===== config.mk =====
export PLATFORM = sky130hd
export DESIGN_NAME = bcd_stopwatch_ctrl_flat
export DESIGN_NICKNAME = d
export VERILOG_FILES = /design/src/rtl/bcd_stopwatch_if.sv /design/src/rtl/bcd_stopwatch_ctrl.sv /design/src/flat_wrapper.sv
export SDC_FILE = /design/constraint.sdc
export NUM_CORES = 1
export LEC_CHECK = 0
export CORE_UTILIZATION = 56
export DETAILED_ROUTE_END_ITERATION = 7
export HOLD_SLACK_MARGIN = 0.08
export MAX_ROUTING_LAYER = met4
export PLACE_DENSITY = 0.77
export SETUP_SLACK_MARGIN = 0.2
export SYNTH_ARGS = -nofsm -noshare
export SYNTH_HDL_FRONTEND = slang
export SYNTH_SLANG_ARGS = --single-unit

===== constraint.sdc =====
create_clock -name clk -period 2.2 [get_ports clk]
set_input_delay 0.55 -clock clk [delete_from_list [all_inputs] [get_ports clk]]
set_output_delay 0.55 -clock clk [all_outputs]
set_load 0.03 [all_outputs]

===== src/rtl/bcd_stopwatch_if.sv =====
// Push-button / display bundle between the board front panel and bcd_stopwatch_ctrl.
// The front panel drives the master side; the controller takes the slave side.
interface bcd_stopwatch_ctrl_if #(
    parameter int NUM_DIGITS = 4
);
    logic                      start_stop;
    logic                      lap;
    logic                      clear;
    logic [4*NUM_DIGITS-1:0]   digits;
    logic                      running;
    logic                      lap_active;
    logic                      tick;
    logic                      overflow;

    modport master (
        output start_stop, lap, clear,
        input  digits, running, lap_active, tick, overflow
    );

    modport slave (
        input  start_stop, lap, clear,
        output digits, running, lap_active, tick, overflow
    );
endinterface


===== src/rtl/bcd_stopwatch_ctrl.sv =====
// Single-clock stopwatch: prescaler tick, cascaded BCD count, start/stop/lap/clear FSM.
// Optional macro BCD_STOPWATCH_SATURATE_EN: hold at all-9s and pause instead of wrapping.
module bcd_stopwatch_ctrl #(
    parameter int PRESCALE_MAX = 49999999,
    parameter int PRESCALE_W   = 26,
    parameter int NUM_DIGITS   = 4
) (
    input  logic                 clk,
    input  logic                 rst,
    bcd_stopwatch_ctrl_if.slave  bus
);
    localparam int                    DW   = 4 * NUM_DIGITS;
    localparam logic [PRESCALE_W-1:0] PMAX = PRESCALE_W'(PRESCALE_MAX);

    typedef enum logic [1:0] {
        S_IDLE,
        S_RUN,
        S_LAP,
        S_PAUSE
    } state_t;

    state_t                r_state;
    logic [PRESCALE_W-1:0] r_presc;
    logic [DW-1:0]         r_count;
    logic [DW-1:0]         r_lap;
    logic                  r_ovf;
    logic                  r_tick;
    logic                  r_running;
    logic                  r_lap_active;
    logic                  r_ss_d;
    logic                  r_lap_d;
    logic                  r_clr_d;

    logic                  w_ss_ev;
    logic                  w_lap_ev;
    logic                  w_clr_ev;
    logic                  w_wrap;
    logic [DW-1:0]         w_cnt_inc;
    logic                  w_carry;
    logic                  w_all9;

    assign w_ss_ev  = bus.start_stop & ~r_ss_d;
    assign w_lap_ev = bus.lap        & ~r_lap_d;
    assign w_clr_ev = bus.clear      & ~r_clr_d;
    assign w_wrap   = r_running && (r_presc == PMAX);

    // Ripple the +1 through the digits; the carry out of the top digit means all-9s.
    always_comb begin
        // NOTE: every combinational output gets a default first so no path leaves it unassigned (no latch).
        w_cnt_inc = r_count;
        w_carry   = 1'b1;
        for (int i = 0; i < NUM_DIGITS; i++) begin
            if (w_carry) begin
                if (r_count[4*i +: 4] == 4'd9) begin
                    w_cnt_inc[4*i +: 4] = 4'd0;
                end else begin
                    w_cnt_inc[4*i +: 4] = r_count[4*i +: 4] + 4'd1;
                    w_carry             = 1'b0;
                end
            end
        end
        w_all9 = w_carry;
    end

`ifdef BCD_STOPWATCH_SATURATE_EN
    logic w_sat;
    assign w_sat = w_wrap && w_all9;
`endif

    always_ff @(posedge clk) begin
        if (rst) begin
            r_state      <= S_IDLE;
            r_presc      <= '0;
            r_count      <= '0;
            r_lap        <= '0;
            r_ovf        <= 1'b0;
            r_tick       <= 1'b0;
            r_running    <= 1'b0;
            r_lap_active <= 1'b0;
            r_ss_d       <= 1'b0;
            r_lap_d      <= 1'b0;
            r_clr_d      <= 1'b0;
        end else begin
            // NOTE: state uses non-blocking assignment; where two assignments hit one register, the later one wins.
            r_ss_d  <= bus.start_stop;
            r_lap_d <= bus.lap;
            r_clr_d <= bus.clear;
            r_tick  <= w_wrap;

            if (r_running) begin
                r_presc <= w_wrap ? '0 : r_presc + PRESCALE_W'(1);
            end

            if (w_wrap) begin
                if (w_all9) begin
                    r_ovf <= 1'b1;
                end
`ifdef BCD_STOPWATCH_SATURATE_EN
                if (!w_all9) begin
                    r_count <= w_cnt_inc;
                end
`else
                r_count <= w_cnt_inc;
`endif
            end

            // Clear overrides the tick update above on the same edge.
            if (w_clr_ev) begin
                r_state      <= S_IDLE;
                r_running    <= 1'b0;
                r_lap_active <= 1'b0;
                r_presc      <= '0;
                r_count      <= '0;
                r_lap        <= '0;
                r_ovf        <= 1'b0;
            end
`ifdef BCD_STOPWATCH_SATURATE_EN
            else if (w_sat) begin
                r_state      <= S_PAUSE;
                r_running    <= 1'b0;
                r_lap_active <= 1'b0;
            end
`endif
            else if (w_ss_ev) begin
                case (r_state)
                    S_IDLE, S_PAUSE: begin
                        r_state   <= S_RUN;
                        r_running <= 1'b1;
                    end
                    default: begin
                        r_state      <= S_PAUSE;
                        r_running    <= 1'b0;
                        r_lap_active <= 1'b0;
                    end
                endcase
            end else if (w_lap_ev) begin
                case (r_state)
                    S_RUN: begin
                        r_state      <= S_LAP;
                        r_lap_active <= 1'b1;
                        r_lap        <= r_count;
                    end
                    S_LAP: begin
                        r_state      <= S_RUN;
                        r_lap_active <= 1'b0;
                    end
                    default: ;
                endcase
            end
        end
    end

    assign bus.digits     = r_lap_active ? r_lap : r_count;
    assign bus.running    = r_running;
    assign bus.lap_active = r_lap_active;
    assign bus.tick       = r_tick;
    assign bus.overflow   = r_ovf;

endmodule


===== src/flat_wrapper.sv =====
// flat-port wrapper written by rule: the top's interface ports become plain ports
module bcd_stopwatch_ctrl_flat 
#(
    parameter int PRESCALE_MAX = 49999999,
    parameter int PRESCALE_W   = 26,
    parameter int NUM_DIGITS   = 4
)
  (clk, rst, bus_start_stop, bus_lap, bus_clear, bus_digits, bus_running, bus_lap_active, bus_tick, bus_overflow);
  bcd_stopwatch_ctrl_if #(.NUM_DIGITS(NUM_DIGITS)) bus_i ();
  input  logic clk;
  input  logic rst;
  input wire logic [$bits(bus_i.start_stop)-1:0] bus_start_stop;
  input wire logic [$bits(bus_i.lap)-1:0] bus_lap;
  input wire logic [$bits(bus_i.clear)-1:0] bus_clear;
  output wire logic [$bits(bus_i.digits)-1:0] bus_digits;
  output wire logic [$bits(bus_i.running)-1:0] bus_running;
  output wire logic [$bits(bus_i.lap_active)-1:0] bus_lap_active;
  output wire logic [$bits(bus_i.tick)-1:0] bus_tick;
  output wire logic [$bits(bus_i.overflow)-1:0] bus_overflow;
  assign bus_i.start_stop = bus_start_stop;
  assign bus_i.lap = bus_lap;
  assign bus_i.clear = bus_clear;
  assign bus_digits = bus_i.digits;
  assign bus_running = bus_i.running;
  assign bus_lap_active = bus_i.lap_active;
  assign bus_tick = bus_i.tick;
  assign bus_overflow = bus_i.overflow;
  bcd_stopwatch_ctrl #(.PRESCALE_MAX(PRESCALE_MAX), .PRESCALE_W(PRESCALE_W), .NUM_DIGITS(NUM_DIGITS)) u_core (.clk(clk), .rst(rst), .bus(bus_i));
endmodule

==> flow_summary.yaml, run 1 <==
run_status:
  status: "completed"
finish:
  area_delta_synth_final_pct: 17.6
  register_area_um2: 1350
  fillers: 432
  fin_cells: 489
  multi_input_comb_area_um2: 1740
  antennaDiodeCount: 0
  final_util: 0.686
  fin_nets: 420
  drive_above_1_share: 0.197
route:
  routed_wl_um: 6800
  drt-initial-drc-count: 128
  routedWlPerCell_um: 13.9
  via_count: 2703
  ant_nets: 0
  drc: 0
  firstDrtPassIters: 5
  routed_via_density: 5.53
die:
  dieArea_um2: 6050
  io_pins: 25
  die_h_um: 77.8
  fp.coreArea_um2: 5510
  die_w_um: 77.8
  start_util: 0.584
  rows: 27
logic_synthesis:
  ys_seq_elements: 67
  yosysSeqAreaShare: 0.417
  synth_cell_types: 44
  synth_async_sr_flop_share: 0
  synth_cells: 380
  ys_warn_count: 0
  syn_area_per_cell_um2: 8.46
  syn_area_um2: 3210
  synthFlopType: "dfxtp_1"
  syn_nets: 388
  synth-edff-count: 0
sta:
  holdWs_ps: 456
  drv_slew: 0
  setup_violations: 0
  fmax_mhz: 514
  slew_headroom: 0.747
  setup_ws_ps: 256
  layout_min_cycle_time_ps: 1940
  worst_slew_pin_slew_ps: 377
  rsz0062_at_grt: "true"
  fin_worst_skew_ps: 9.30
  final.period_utilization: 0.883
  hold_viol: 0
power_and_ir_drop:
  ir_drop_uv: 392
  seqPwrFrac: 0.527
  switching_share: 0.218
  p_clk_frac: 0.428
  p_comb_frac: 0.045
  p_leak_nw: 1.30
  internal-power_mw: 1.82
  p_sw_mw: 0.506
  power.density_nw_per_um2: 615
clocking:
  clockBufferDepth: 2
  root_buffer: "clkbuf_8"
  cts.reportedPaths.clkPinSlew_ps: 70
  cts-buffers-inserted: 9
  insertion_delay_ps: 350
  hold_buffers: 0
  htree_levels: 3
  cts_tree: "yes"
  cts_sinks: 67
global_route:
  grt_pass1_vias: 2443
  grt_max_degree: 41
  overflow: 0
  grt_use_total: 0.246
  grt_pass1_wl_um: 11200
  antenna_found_initial: 0
placed_design:
  post-place-ws_ps: -33.6
  placement.io_buffers: 24
  place_inst: 466
  hpwl_um: 4280
  routabilityCongestion: 0.827
worst_setup_path:
  worst-setup-path-type: "flip-flop to output pin"
  critPathMaxFanout: 14
  startpoint_type: "flip-flop"
  cp.required_ps: 1650
  critPathArrivalTime_ps: 1390
  cp-end-kind: "output pin"
worst_hold_path:
  hold_path.class: "flip-flop to flip-flop"
job:
  max-cap-violations: 0
==> placed cells by master (no fill, tap or decap), drive strengths merged, types with 2 or more instances in the layout <==
cell,netlist,final
a21o,3,3
a21oi,27,27
a31oi,4,4
and3,2,2
and4,4,4
buf,7,32
clkbuf,15,15
clkdlybuf4s50,0,6
dfxtp,67,67
ha,3,3
inv,16,16
mux2,7,7
mux2i,8,8
nand2,55,55
nand2b,4,4
nand3,20,20
nand4,8,8
nor2,44,44
nor2b,4,4
nor3,17,17
nor3b,2,2
nor4,8,8
nor4b,3,3
o21ai,9,9
or2,4,7
xnor2,24,24
xor2,6,6
==> logic make-up (layout without fill, tap and decap cells) <==
| group | Yosys count | count (layout) | share of synthesized area |
|---|---|---|---|
| buffers and inverters | 38 | 72 | 0.0553 |
| multiplexers | 15 | 15 | 0.0494 |
| XOR/XNOR | 30 | 30 | 0.0817 |
| AND/OR/NAND/NOR | 180 | 183 | 0.303 |
| AO/OA/AOI/OAI | 47 | 47 | 0.0814 |
| flip-flops | 67 | 67 | 0.417 |
| adder cells (fa/ha/maj) | 3 | 3 | 0.0117 |
==> cells in the mapped netlist (2+ instances only) <==
cell | number | area [um2]
buf_6 | 3 | 33.8
and4_1 | 3 | 26.3
nand4_1 | 6 | 37.5
mux2_2 | 7 | 78.8
nor2b_1 | 4 | 25.0
clkbuf_1 | 15 | 56.3
nor2_1 | 44 | 165
o21ai_0 | 9 | 45.0
xor2_1 | 6 | 52.6
mux2i_1 | 8 | 80.1
dfxtp_1 | 67 | 1340
xnor2_1 | 24 | 210
nand3_1 | 20 | 100
nor4b_2 | 3 | 45.0
nor4_2 | 3 | 37.5
a31oi_1 | 4 | 25.0
nor4_1 | 4 | 25.0
nand2_1 | 55 | 206
ha_1 | 3 | 37.5
or2_2 | 4 | 25.0
nand4_2 | 2 | 25.0
a21oi_1 | 27 | 135
and3_1 | 2 | 12.5
nor3_4 | 3 | 48.8
inv_1 | 16 | 60.1
buf_4 | 3 | 22.5
a21o_1 | 3 | 22.5
nand2b_1 | 4 | 25.0
nor3_1 | 13 | 65.1
==> sequential cells by signal, indices dropped and copies added (netlist names), 2 cells and up <==
| register | flops |
|---|---|
| u_core.r_count | 16 |
| u_core.r_lap | 16 |
| u_core.r_presc | 26 |
| u_core.r_state | 2 |
==> critical path, cell delays in order, from the launching register on <==
cell and delay (ps):
dfxtp_2 380, buf_12 160, mux2_2 330, buf_2 180
==> cell type report <==
class | instances | share of cell area
clock buffer | 14 | 0.0404
sequential | 67 | 0.356
inverter | 16 | 0.0159
clock inverter | 2 | 0.00927
timing repair buffer | 40 | 0.0937
multi-input combinational | 278 | 0.461
tap | 72 | 0.0238
==> metal layers <==
layer,track usage,vias up,wire length (um)
met5,-,-,0
met4,0.108,0,116
met3,0.0459,12,233
met2,0.388,54,3220
met1,0.307,1281,3230
li1,-,1356,-
==> timing repair <==
action,4_1_cts,5_1_grt
endpoints found under the hold margin,0,0
gates cloned,3,1
setup buffers,1,2
setup endpoints to repair,36,17
gates resized for setup,42,6
pin swaps,3,3
==> per-stage QoR <==
stage	power [mW]	instance area, um2	setup TNS (ps)
finish	2.32	3780	0
CTS	2.33	3730	0
floorplan	1.31	3220	0
detailed placement	1.35	3530	-456
global placement	1.35	3530	0
global route	2.41	3780	0
==> power by group through the flow <==
stage	logic [mW]	clock network [mW]	registers, mW
floorplan	0.0595	0	1.25
finish	0.104	0.994	1.23
global placement	0.0934	0	1.25
global route	0.112	1.07	1.23
CTS	0.100	1.01	1.22
detailed placement	0.0933	0	1.25
==> worst paths after layout <==
path,start,cells past startpoint,slack [ps],endpoint
setup / recovery,u_core.bus.lap_active$_SDFFE_PP0P_,3,260,bus_digits[13]
setup reg to reg,u_core.r_presc[0]$_SDFFE_PP0P_,7,290,u_core.r_count[11]$_SDFFE_PP0P_
hold reg to reg,u_core.r_lap[10]$_SDFFE_PP0P_,2,460,u_core.r_lap[10]$_SDFFE_PP0P_
hold / removal,u_core.r_lap[10]$_SDFFE_PP0P_,2,460,u_core.r_lap[10]$_SDFFE_PP0P_
Power figures use the tool's default switching activity.
==> run 2, diff against run 1 <==
--- a/config.mk
+++ b/config.mk
@@ -11,6 +11,7 @@
 export MAX_ROUTING_LAYER = met4
 export PLACE_DENSITY = 0.77
 export SETUP_SLACK_MARGIN = 0.2
+export SLEW_MARGIN = 20
 export SYNTH_ARGS = -nofsm -noshare
 export SYNTH_HDL_FRONTEND = slang
 export SYNTH_SLANG_ARGS = --single-unit
==> results of run 2 <==
Same layout as run 1: the final DEF is identical, and so are final timing and power.
